--- config.mk ---
export PLATFORM = sky130hd
export DESIGN_NAME = bit_deserializer
export DESIGN_NICKNAME = d
export VERILOG_FILES = /design/src/rtl/bit_deserializer.sv
export SDC_FILE = /design/constraint.sdc
export NUM_CORES = 1
export LEC_CHECK = 0
export CELL_PAD_IN_SITES_DETAIL_PLACEMENT = 1
export CELL_PAD_IN_SITES_GLOBAL_PLACEMENT = 1
export CORE_MARGIN = 2
export CORE_UTILIZATION = 40
export DETAILED_ROUTE_END_ITERATION = 12
export DONT_BUFFER_PORTS = 1
export MAX_ROUTING_LAYER = met4
export PLACE_DENSITY_LB_ADDON = 0.2
export REMOVE_ABC_BUFFERS = 1
export SLEW_MARGIN = 20
export SYNTH_ARGS = -nofsm -noshare
export SYNTH_HDL_FRONTEND = slang
export SYNTH_SLANG_ARGS = --single-unit
--- constraint.sdc ---
create_clock -name clk -period 2.8 [get_ports clk]
set_input_delay 0.56 -clock clk [delete_from_list [all_inputs] [get_ports clk]]
set_output_delay 0.56 -clock clk [all_outputs]
set_load 0.01 [all_outputs]
--- src/rtl/bit_deserializer.sv ---
// Serial-to-parallel deserializer: hunts for a SYNC word, then assembles
// FRAME_WORDS data words MSB-first into a one-entry output buffer.
//
// Ports:
//   clk        in   clock, all state changes on posedge
//   rst        in   synchronous active-high reset
//   bit_in     in   serial data bit
//   bit_valid  in   bit_in is sampled only when high
//   out_ready  in   downstream accepts the buffered word this cycle
//   word       out  assembled data word (WIDTH bits)
//   word_valid out  word holds an unconsumed data word
//   locked     out  high while framing data words
//   overflow   out  sticky: a completed word was dropped
module bit_deserializer #(
  parameter int               WIDTH       = 8,
  parameter logic [WIDTH-1:0] SYNC        = 8'hA5,
  parameter int               FRAME_WORDS = 4
) (
  input  logic             clk,
  input  logic             rst,
  input  logic             bit_in,
  input  logic             bit_valid,
  input  logic             out_ready,
  output logic [WIDTH-1:0] word,
  output logic             word_valid,
  output logic             locked,
  output logic             overflow
);

  localparam int FW = $clog2(WIDTH + 1);
  localparam int BW = (WIDTH > 1) ? $clog2(WIDTH) : 1;
  localparam int CW = $clog2(FRAME_WORDS + 1);

  localparam logic [FW-1:0] FILL_MAX  = FW'(WIDTH);
  localparam logic [BW-1:0] BIT_LAST  = BW'(WIDTH - 1);
  localparam logic [CW-1:0] WORD_LAST = CW'(FRAME_WORDS - 1);

  typedef enum logic {
    HUNT = 1'b0,
    LOCK = 1'b1
  } state_t;

  state_t           state_q, state_d;
  logic [WIDTH-1:0] hist_q, hist_d;
  logic [FW-1:0]    fill_q, fill_d;
  logic [WIDTH-1:0] asm_q, asm_d;
  logic [BW-1:0]    bit_cnt_q, bit_cnt_d;
  logic [CW-1:0]    word_cnt_q, word_cnt_d;
  logic [WIDTH-1:0] word_q, word_d;
  logic             word_valid_q, word_valid_d;
  logic             overflow_q, overflow_d;

  logic             offer;
  logic [FW-1:0]    fill_nxt;

  always_comb begin
    state_d      = state_q;
    hist_d       = hist_q;
    fill_d       = fill_q;
    asm_d        = asm_q;
    bit_cnt_d    = bit_cnt_q;
    word_cnt_d   = word_cnt_q;
    word_d       = word_q;
    word_valid_d = word_valid_q;
    overflow_d   = overflow_q;
    offer        = 1'b0;
    fill_nxt     = (fill_q == FILL_MAX) ? FILL_MAX
                                        : fill_q + FW'(1);

    unique case (state_q)
      HUNT: begin
        if (bit_valid) begin
          hist_d = {hist_q[WIDTH-2:0], bit_in};
          fill_d = fill_nxt;
          // fill guard stops stale history from a
          // previous frame matching right after re-entry
          if (hist_d == SYNC && fill_nxt == FILL_MAX) begin
            state_d    = LOCK;
            fill_d     = '0;
            bit_cnt_d  = '0;
            word_cnt_d = '0;
          end
        end
      end
      LOCK: begin
        if (bit_valid) begin
          asm_d = {asm_q[WIDTH-2:0], bit_in};
          if (bit_cnt_q == BIT_LAST) begin
            offer     = 1'b1;
            bit_cnt_d = '0;
            if (word_cnt_q == WORD_LAST) begin
              state_d    = HUNT;
              word_cnt_d = '0;
              fill_d     = '0;
            end else begin
              word_cnt_d = word_cnt_q + CW'(1);
            end
          end else begin
            bit_cnt_d = bit_cnt_q + BW'(1);
          end
        end
      end
      default: state_d = HUNT;
    endcase

    // One-entry buffer: a word completing on the same edge
    // as a consume replaces the consumed one.
    if (offer) begin
      if (!word_valid_q || out_ready) begin
        word_d       = asm_d;
        word_valid_d = 1'b1;
      end else begin
        overflow_d = 1'b1;
      end
    end else if (word_valid_q && out_ready) begin
      word_valid_d = 1'b0;
    end
  end

  always_ff @(posedge clk) begin
    if (rst) begin
      state_q      <= HUNT;
      hist_q       <= '0;
      fill_q       <= '0;
      asm_q        <= '0;
      bit_cnt_q    <= '0;
      word_cnt_q   <= '0;
      word_q       <= '0;
      word_valid_q <= 1'b0;
      overflow_q   <= 1'b0;
    end else begin
      state_q      <= state_d;
      hist_q       <= hist_d;
      fill_q       <= fill_d;
      asm_q        <= asm_d;
      bit_cnt_q    <= bit_cnt_d;
      word_cnt_q   <= word_cnt_d;
      word_q       <= word_d;
      word_valid_q <= word_valid_d;
      overflow_q   <= overflow_d;
    end
  end

  assign word       = word_q;
  assign word_valid = word_valid_q;
  assign locked     = (state_q == LOCK);
  assign overflow   = overflow_q;

endmodule

* Word level (Yosys, flattened, before mapping)
Cells that the tools add are included.
** Cells by class
- Add/subtract/negate cells :: 3
- Equality and inequality tests :: 11
- Muxes and demuxes :: 30
- Bitwise operators :: 2
- Reduce and logical (&&, ||, !) cells :: 12
** Operator list (number)
- 4-bit 2-to-1 mux :: 6
- 3-bit 2-to-1 mux :: 7
- 8-bit 2-to-1 mux :: 2
- 3-bit case mux with 2 select lines :: 2
- 1-bit 2-to-1 mux :: 11
- 4-bit == test, second input constant :: 2
- 8-bit == test, second input constant :: 1
- 4-bit case mux with 2 select lines :: 1
- 2-bit AND reduction :: 4
- 4-bit AND reduction :: 2
- 3-bit by 1-bit adder with 3-bit output, second input constant :: 2
- 2-bit by 1-bit != test with 1-bit output, second input constant :: 3
- 2-bit != test, second input constant :: 3
- 4-bit by 1-bit adder with 4-bit output, second input constant :: 1
- 3-bit by 2-bit == test with 1-bit output, second input constant :: 1
- 3-bit == test, second input constant :: 1
- 3-bit AND reduction :: 1
- 1-bit logical AND :: 2
- 1-bit inverter :: 2
- 1-bit case mux with 2 select lines :: 1
- 2-bit nonzero test :: 1
- 1-bit zero test :: 1
- 1-bit logical OR :: 1
** Storage, ports and cells
- Register bits after elaboration :: 36
- Output and inout bits :: 11

* Depth between registers and ports, before layout
Gate-level depths: netlist (run 1).
- Depth in word-level cells :: 7
- Gate-level depth with buffers :: 7

* Worst setup path after synthesis (run 1)
No wires, ideal clock.
- Path kind :: reg-to-reg
- From :: reg fill_q[0]
- To :: reg bit_cnt_q[1]
- Setup time :: 0.135 ns
- Data arrival time :: 1.480 ns
- Required time :: 2.665 ns
- Setup slack :: 1.184 ns
- Cell stages (with the launch flop) :: 7
- Buffers on the path :: 0
- Clock period less this slack :: 1.616 ns
- Cell sequence :: dfxtp_1 > inv_1 > ha_1 > nor4b_1 > nand4_1 > a21oi_2 > o221ai_1
** On the way
- Cells in the longest elaborated chain, start to end :: 6
** RTL lines
- from (decl) :: RTL line 45 : logic [FW-1:0] fill_q, fill_d;
- from (signal assigned) :: RTL line 134 : fill_q <= fill_d;
- 4-bit by 1-bit adder with 4-bit output or 4-bit == test (tied branches) :: RTL line 68, 67
- 4-bit 2-to-1 mux (*) :: RTL line 67 : fill_nxt = (fill_q == FILL_MAX) ? FILL_MAX
- 4-bit == test (*) :: RTL line 77 : if (hist_d == SYNC && fill_nxt == FILL_MAX) begin
- 1-bit logical AND (*) :: RTL line 77
- 2-bit != test (no source line) (*)
- 3-bit AND reduction (no source line) (*)
- to (signal assigned) :: RTL line 136 : bit_cnt_q <= bit_cnt_d;
- to (decl) :: RTL line 47 : logic [BW-1:0] bit_cnt_q, bit_cnt_d;
Mark *: on every way between the ends. The rest lies on a longest branch, timed or not.
A chain may end at the register's enable or synchronous reset.

* Worst setup path in the final report (run 1)
- From :: reg fill_q[0]
- To :: reg bit_cnt_q[2]
Same word-level chain as after synthesis.

==> metrics, run 1 <==
CTS max path bufs=2; path depth of the worst reg2reg path=6; Max Cap Violations=0; Post-synth ARST share=0; setup TNS=0 ps; Crit Path Max Fanout=6; top routing layer used=met4; design area=around 0.0017 sq mm; Register Area=just over 700 sq um; Seq/Total Area, Yosys=0.4404; crit path capture type=flip-flop; dpl hpwl=between 2000 and 2500 microns; most numerous cell in the Yosys netlist=dfxtp_1; area post-placement=approximately 0.0016 sq mm; r2r setup slk=between 900 and 1000 ps; Critical Path End=bit_cnt_q[2]$_SDFFE_PP0P_; cell count after synthesis=around 170; Max VDD drop=~0.34 mV; final slew viol count=0; status=finished, final reports clean; Post-synth EDFFs=0; first-pass GRT wire length=about 5500 microns; Skew-Pair Late Insertion Delay=around 290 ps; gr usage total=0.1666; Critical Path RT=approximately 2900 ps; number of global-route vias before repair=1,187; Worst-Margin Slew=614.2 ps; cell count after placement=212; vias per cell=approximately 5.4; Final Total Pwr=around 1.0 mW; met2 WL=1481 microns; gr ovfl total=0; Die H=about 68 microns; Post-CTS Setup Repair Bufs=0; Leak=between 0.6 and 0.7 nW; routed wire length=roughly 3300 microns; core region area=a little under 0.004 sq mm; cell area power density=573.3 mW/mm^2; Slew headroom=0.5896; CTS Hold Bufs=0; Final min period=1869 ps; CP Class=reg -> reg; Port-buffer cells=0; hold path start=rst; # clock sinks=36; Synth warnings=0; final setup vio count=0; Met3 Routed Length=~150 microns; Final #Nets=~180; Final Hold Vio Count=0; r2r endpoint=bit_cnt_q[2]$_SDFFE_PP0P_; Site Rows=23; largest net degree at the start of global routing=between 40 and 50; full die area=approximately 0.0046 sq mm; Non-Filler Instances=220; n_diodes=0; Netlist cell types=between 40 and 50; initial antenna violation count=0; post-route clock skew=8.673 ps; residual DRC count=0; final-layout fill cell count=~450; vias=approximately 1,200; Tcrit/Tclk final=0.6677; CTS H-tree depth=2; Primary FF master, synth=dfxtp_1; CP Launch Type=flip-flop; Area Overhead vs Synth=6.651%; post-cts resize count=0; Worst EP arrival=approximately 2000 ps; Synth Register Bits=36; unrepaired setup endpoints after global routing=no; CP startpoint=fill_q[0]$_SDFFE_PP0P_; cell accounting for the most synthesized area=dfxtp_1; Final ANT Viol Nets=0; starting DRC count in detailed routing=33; top cells by area, synth=dfxtp_1 (44%), nor2_1 (5.3%), mux2i_1 (4.9%); die width=a little under 70 microns; Pre-Repair DR Iteration Count=4; synthesized cell area=around 0.0016 sq mm; Worst-path clk slew=roughly 80 ps; DP Worst Slack=889.0 ps; Syn Area/Cell=about 9.6 sq um; launching point of the worst reg2reg path=fill_q[0]$_SDFFE_PP0P_; share of the synthesized area in the top cell type=0.4404; GPL Wtd Cong=approximately 0.69; drt wl/cell=around 15 microns; CTS tree=built; share of layout cells above drive strength 1=0.1059; # IOs=16; Num CTS Buffers=5; Fmax=between 0.5 and 0.6 GHz; clock root buffer=clkbuf_8; M1 wire length=1608 microns; most frequent cells after synthesis=dfxtp_1 (36), nor2_1 (23), nand2_1 (17), a21oi_1 (9), nand2b_1 (9); Initial Util=0.4121; Final WS setup=between 900 and 1000 ps; worst min path class=in -> reg; multi-input logic area=~830 sq um
## stage by stage
stage | utilization | hold slack (ps)
after floorplan | - | 430.6
after global placement | 0.4115 | 446.0
after detailed placement | 0.4115 | 458.5
after CTS | 0.4395 | 322.2
after global routing | 0.4395 | 313.4
final | 0.4395 | 332.0
## how the worst min path moves through the flow
stage | endpoint | cells after the start
after floorplan | hist_q[6]$_SDFFE_PP0P_ | 2
after global placement | hist_q[6]$_SDFFE_PP0P_ | 2
after detailed placement | hist_q[6]$_SDFFE_PP0P_ | 2
after CTS | word[3]$_SDFFE_PP0P_ | 1
after global routing | asm_q[4]$_SDFF_PP0_ | 1
final | word[3]$_SDFFE_PP0P_ | 1
## routing by layer
metal	global-route usage	vias up
met5	-	-
met4	0.08250	0
met3	0.06086	5
met2	0.2464	17
met1	0.1992	561
li1	-	598
## registers in the layout, summed over array words and instances, names as in the netlist
name        flops
word            8
word_valid      1
overflow        1
hist_q          7
locked          1
bit_cnt_q       3
fill_q          4
word_cnt_q      3
asm_q           8
## placed cells by master, fill, tap and decap left out, types with 2 or more instances in the layout
master	count
dfxtp_1	36
nor2_1	23
nand2_1	17
a21oi_1	9
nand2b_1	9
mux2i_1	8
a211oi_1	8
nand3b_1	7
inv_1	5
ha_1	5
clkbuf_8	5
o21ai_0	2
or2b_1	2
nand4_1	2
o221ai_1	2
o211ai_1	2
o32ai_1	2
## where the power goes
part | internal [mW] | total, mW | leakage [nW] | switching, mW
clock network | 0.263 | 0.455 | 0.0541 | 0.191
registers | 0.516 | 0.519 | 0.291 | 0.00376
logic | 0.0123 | 0.0263 | 0.295 | 0.0141
total | 0.791 | 1.00 | 0.640 | 0.209
## cell type report
cell class                 count  area share
clock buffer                   5     0.03943
sequential                    36      0.4129
clock inverter                 3     0.02437
multi-input combinational    121      0.4767
inverter                       5     0.01075
tap                           50     0.03584
## logic make-up (layout without fill, tap and decap cells)
family          after synthesis  after routing  share of synthesized area
compound gates               34             34                     0.1544
fa+ha+maj                     5              5                    0.03823
buf+inv                      14             13                    0.05122
flops                        36             36                     0.4404
mux                          10             10                    0.06957
simple gates                 72             72                     0.2462
## critical path: stages (launching register included)
cell,delay (ps)
dfxtp_1,400
inv_1,90
ha_1,310
nor4b_1,270
nand4_1,200
a21oi_2,290
o221ai_1,170
Power figures use the tool's default switching activity.
==> inputs of run 2 (changes only) <==
Clock period 2.8 ns to 1.9 ns, I/O delays scaled along.
==> run 2 against run 1 <==
Flip-flop and latch count is the same. Routed wire length grew 5.4%. Worst hold slack lost 180 ps. Core utilization grew 1.3 points. Clock power grew 48%. Cell count grew 0.91%. Worst setup slack lost 770 ps. Non-clock buffer count grew 2.
==> metrics, run 2 (synthesized netlist as in run 1, its figures left out) <==
number of global-route vias before repair=1,245 (+4.9%); Final #Nets=181 (+1.1%); # clock sinks=36 (unchanged); Skew-Pair Late Insertion Delay=290 ps (about the same); gr usage total=0.1768 (+0.01018); residual DRC count=0 (unchanged); post-route clock skew=5.586 ps (-3.086 ps); Worst EP arrival=1920 ps (-90 ps); Worst-path clk slew=80 ps (about the same); core region area=0.003971 sq mm (unchanged); status=finished, final reports clean; Final ANT Viol Nets=0 (unchanged); CP Launch Type=flip-flop; share of layout cells above drive strength 1=0.1395 (+0.03365); Initial Util=0.4121 (unchanged); CTS tree=built; Crit Path Max Fanout=3 (-3); Finished Core Util=0.4524 (+0.01292); Worst Path Buf+Inv=1 (unchanged); Area Overhead vs Synth=9.786%; Fmax=0.5740 GHz (+7.3%); CP startpoint=fill_q[1]$_SDFFE_PP0P_; crit path capture type=flip-flop; first-pass GRT wire length=5816 microns (+6.7%); commonest cells after routing, fill and taps aside=dfxtp_1 (35), nor2_1 (23), nand2_1 (17); starting DRC count in detailed routing=29 (-12%); commonest non-fill, non-tap cell in the layout=dfxtp_1; # IOs=16 (unchanged); setup TNS=0 ps (unchanged); Min Hold Slack=154.2 ps (-177.8 ps); dpl hpwl=2354 microns (+2.9%); largest net degree at the start of global routing=45 (unchanged); Port-buffer cells=0 (unchanged); CTS Hold Bufs=0 (unchanged); Pre-Repair DR Iteration Count=4 (unchanged); Tcrit/Tclk final=0.9169 (+0.2493); Post-CTS Setup Repair Bufs=0 (unchanged); design area=0.001797 sq mm (+2.9%); die width=67.97 microns (unchanged); slowest cell on the critical path=dfxtp_1; Final WS setup=157.8 ps (-772.7 ps); launching point of the worst reg2reg path=fill_q[1]$_SDFFE_PP0P_; vias=1,202 (+1.8%); area post-placement=0.001649 sq mm (+0.92%); Worst-Margin Slew=563.6 ps (-50.60 ps); worst min path class=in -> reg; vias per cell=5.414 (+0.86%); Final Hold Vio Count=0 (unchanged); Max VDD drop=0.3842 mV (+13%); Critical Path RT=2080 ps (-860 ps); full die area=0.004619 sq mm (unchanged); Max Cap Violations=0 (unchanged); gr ovfl total=0 (unchanged); hold path start=rst; drt wl/cell=15.68 microns (+4.4%); final slew viol count=0 (unchanged); cell area power density=828.8 mW/mm^2 (+45%); n_diodes=0 (unchanged); routed wire length=3481 microns (+5.4%); initial antenna violation count=0 (unchanged); worst-path cell chain=inv_1, ha_4, nor4b_4, nand4_1, a211oi_2, o41ai_2; Slew headroom=0.6229 (+0.03334); clock root buffer=clkbuf_8; Num CTS Buffers=5 (unchanged); Final min period=1742 ps (-127.3 ps); Crit path largest cell delay=360 ps (-40 ps); unrepaired setup endpoints after global routing=no; final setup vio count=0 (unchanged); CP Class=reg -> reg; CTS max path bufs=2 (unchanged); DP Worst Slack=0.5536 ps (-888.4 ps); GPL Wtd Cong=0.7226 (+4.0%); Worst path top cell family by delay=simple AND/OR/NAND/NOR gates; Site Rows=23 (unchanged); Leak=0.6544 nW (+2.2%); Die H=67.97 microns (unchanged); CTS H-tree depth=2 (unchanged)
run 2: changes by cell type in the layout (fill, tap and decap cells not counted), sizes merged:
cell,previous run,this run
buf,0,2
run 2: path summary, 6_finish.rpt:
| path | end | slack [ps] | cells past startpoint |
|---|---|---|---|
| worst min register to register | hist_q[6]$_SDFFE_PP0P_ | 460 | 2 |
| worst max register to register | word_cnt_q[0]$_SDFFE_PP0P_ | 160 | 6 |
| worst min-delay path | asm_q[6]$_SDFF_PP0_ | 150 | 1 |
| worst max-delay path | word_cnt_q[0]$_SDFFE_PP0P_ | 160 | 6 |
run 2: repair_timing:
action | in CTS | in global routing
gates resized for setup | 1 | 5
pin swaps | 0 | 5
setup endpoints to repair | 1 | 9
run 2: per-stage QoR:
step | total power [mW] | std cells
global placement | 0.8196 | 214
floorplan | 0.8138 | 162
detailed placement | 0.8227 | 214
finish | 1.489 | 222
CTS | 1.496 | 222
global route | 1.554 | 222
run 2: where the power goes:
group	internal (mW)	switching, mW	leakage [nW]	total [mW]
logic	0.0224	0.0263	0.309	0.0487
clock network	0.388	0.286	0.0541	0.674
registers	0.760	0.00603	0.291	0.766
total	1.17	0.318	0.654	1.49
run 2: layer usage:
layer,up-vias,global-route usage,share of wire
li1,600,-,-
met1,578,0.2173,0.46
met2,17,0.2646,0.48
met3,7,0.05921,0.041
met4,0,0.07500,0.017
met5,-,-,0
run 2: area by class of cell:
cell class	instances	area (sq um)
fillers	454	2175
multi-input cells	121	867.1
flip-flops and latches	36	721.9
clock buffers	5	68.82
well taps	50	62.56
clock inverters	3	42.54
inverters	5	18.77
repair buffers	2	15.01
==> inputs of run 3 (changes only) <==
Settings changed: TNS_END_PERCENT set to 30.
==> results of run 3 <==
No change in the layout: final DEF, timing and power equal those of run 2.
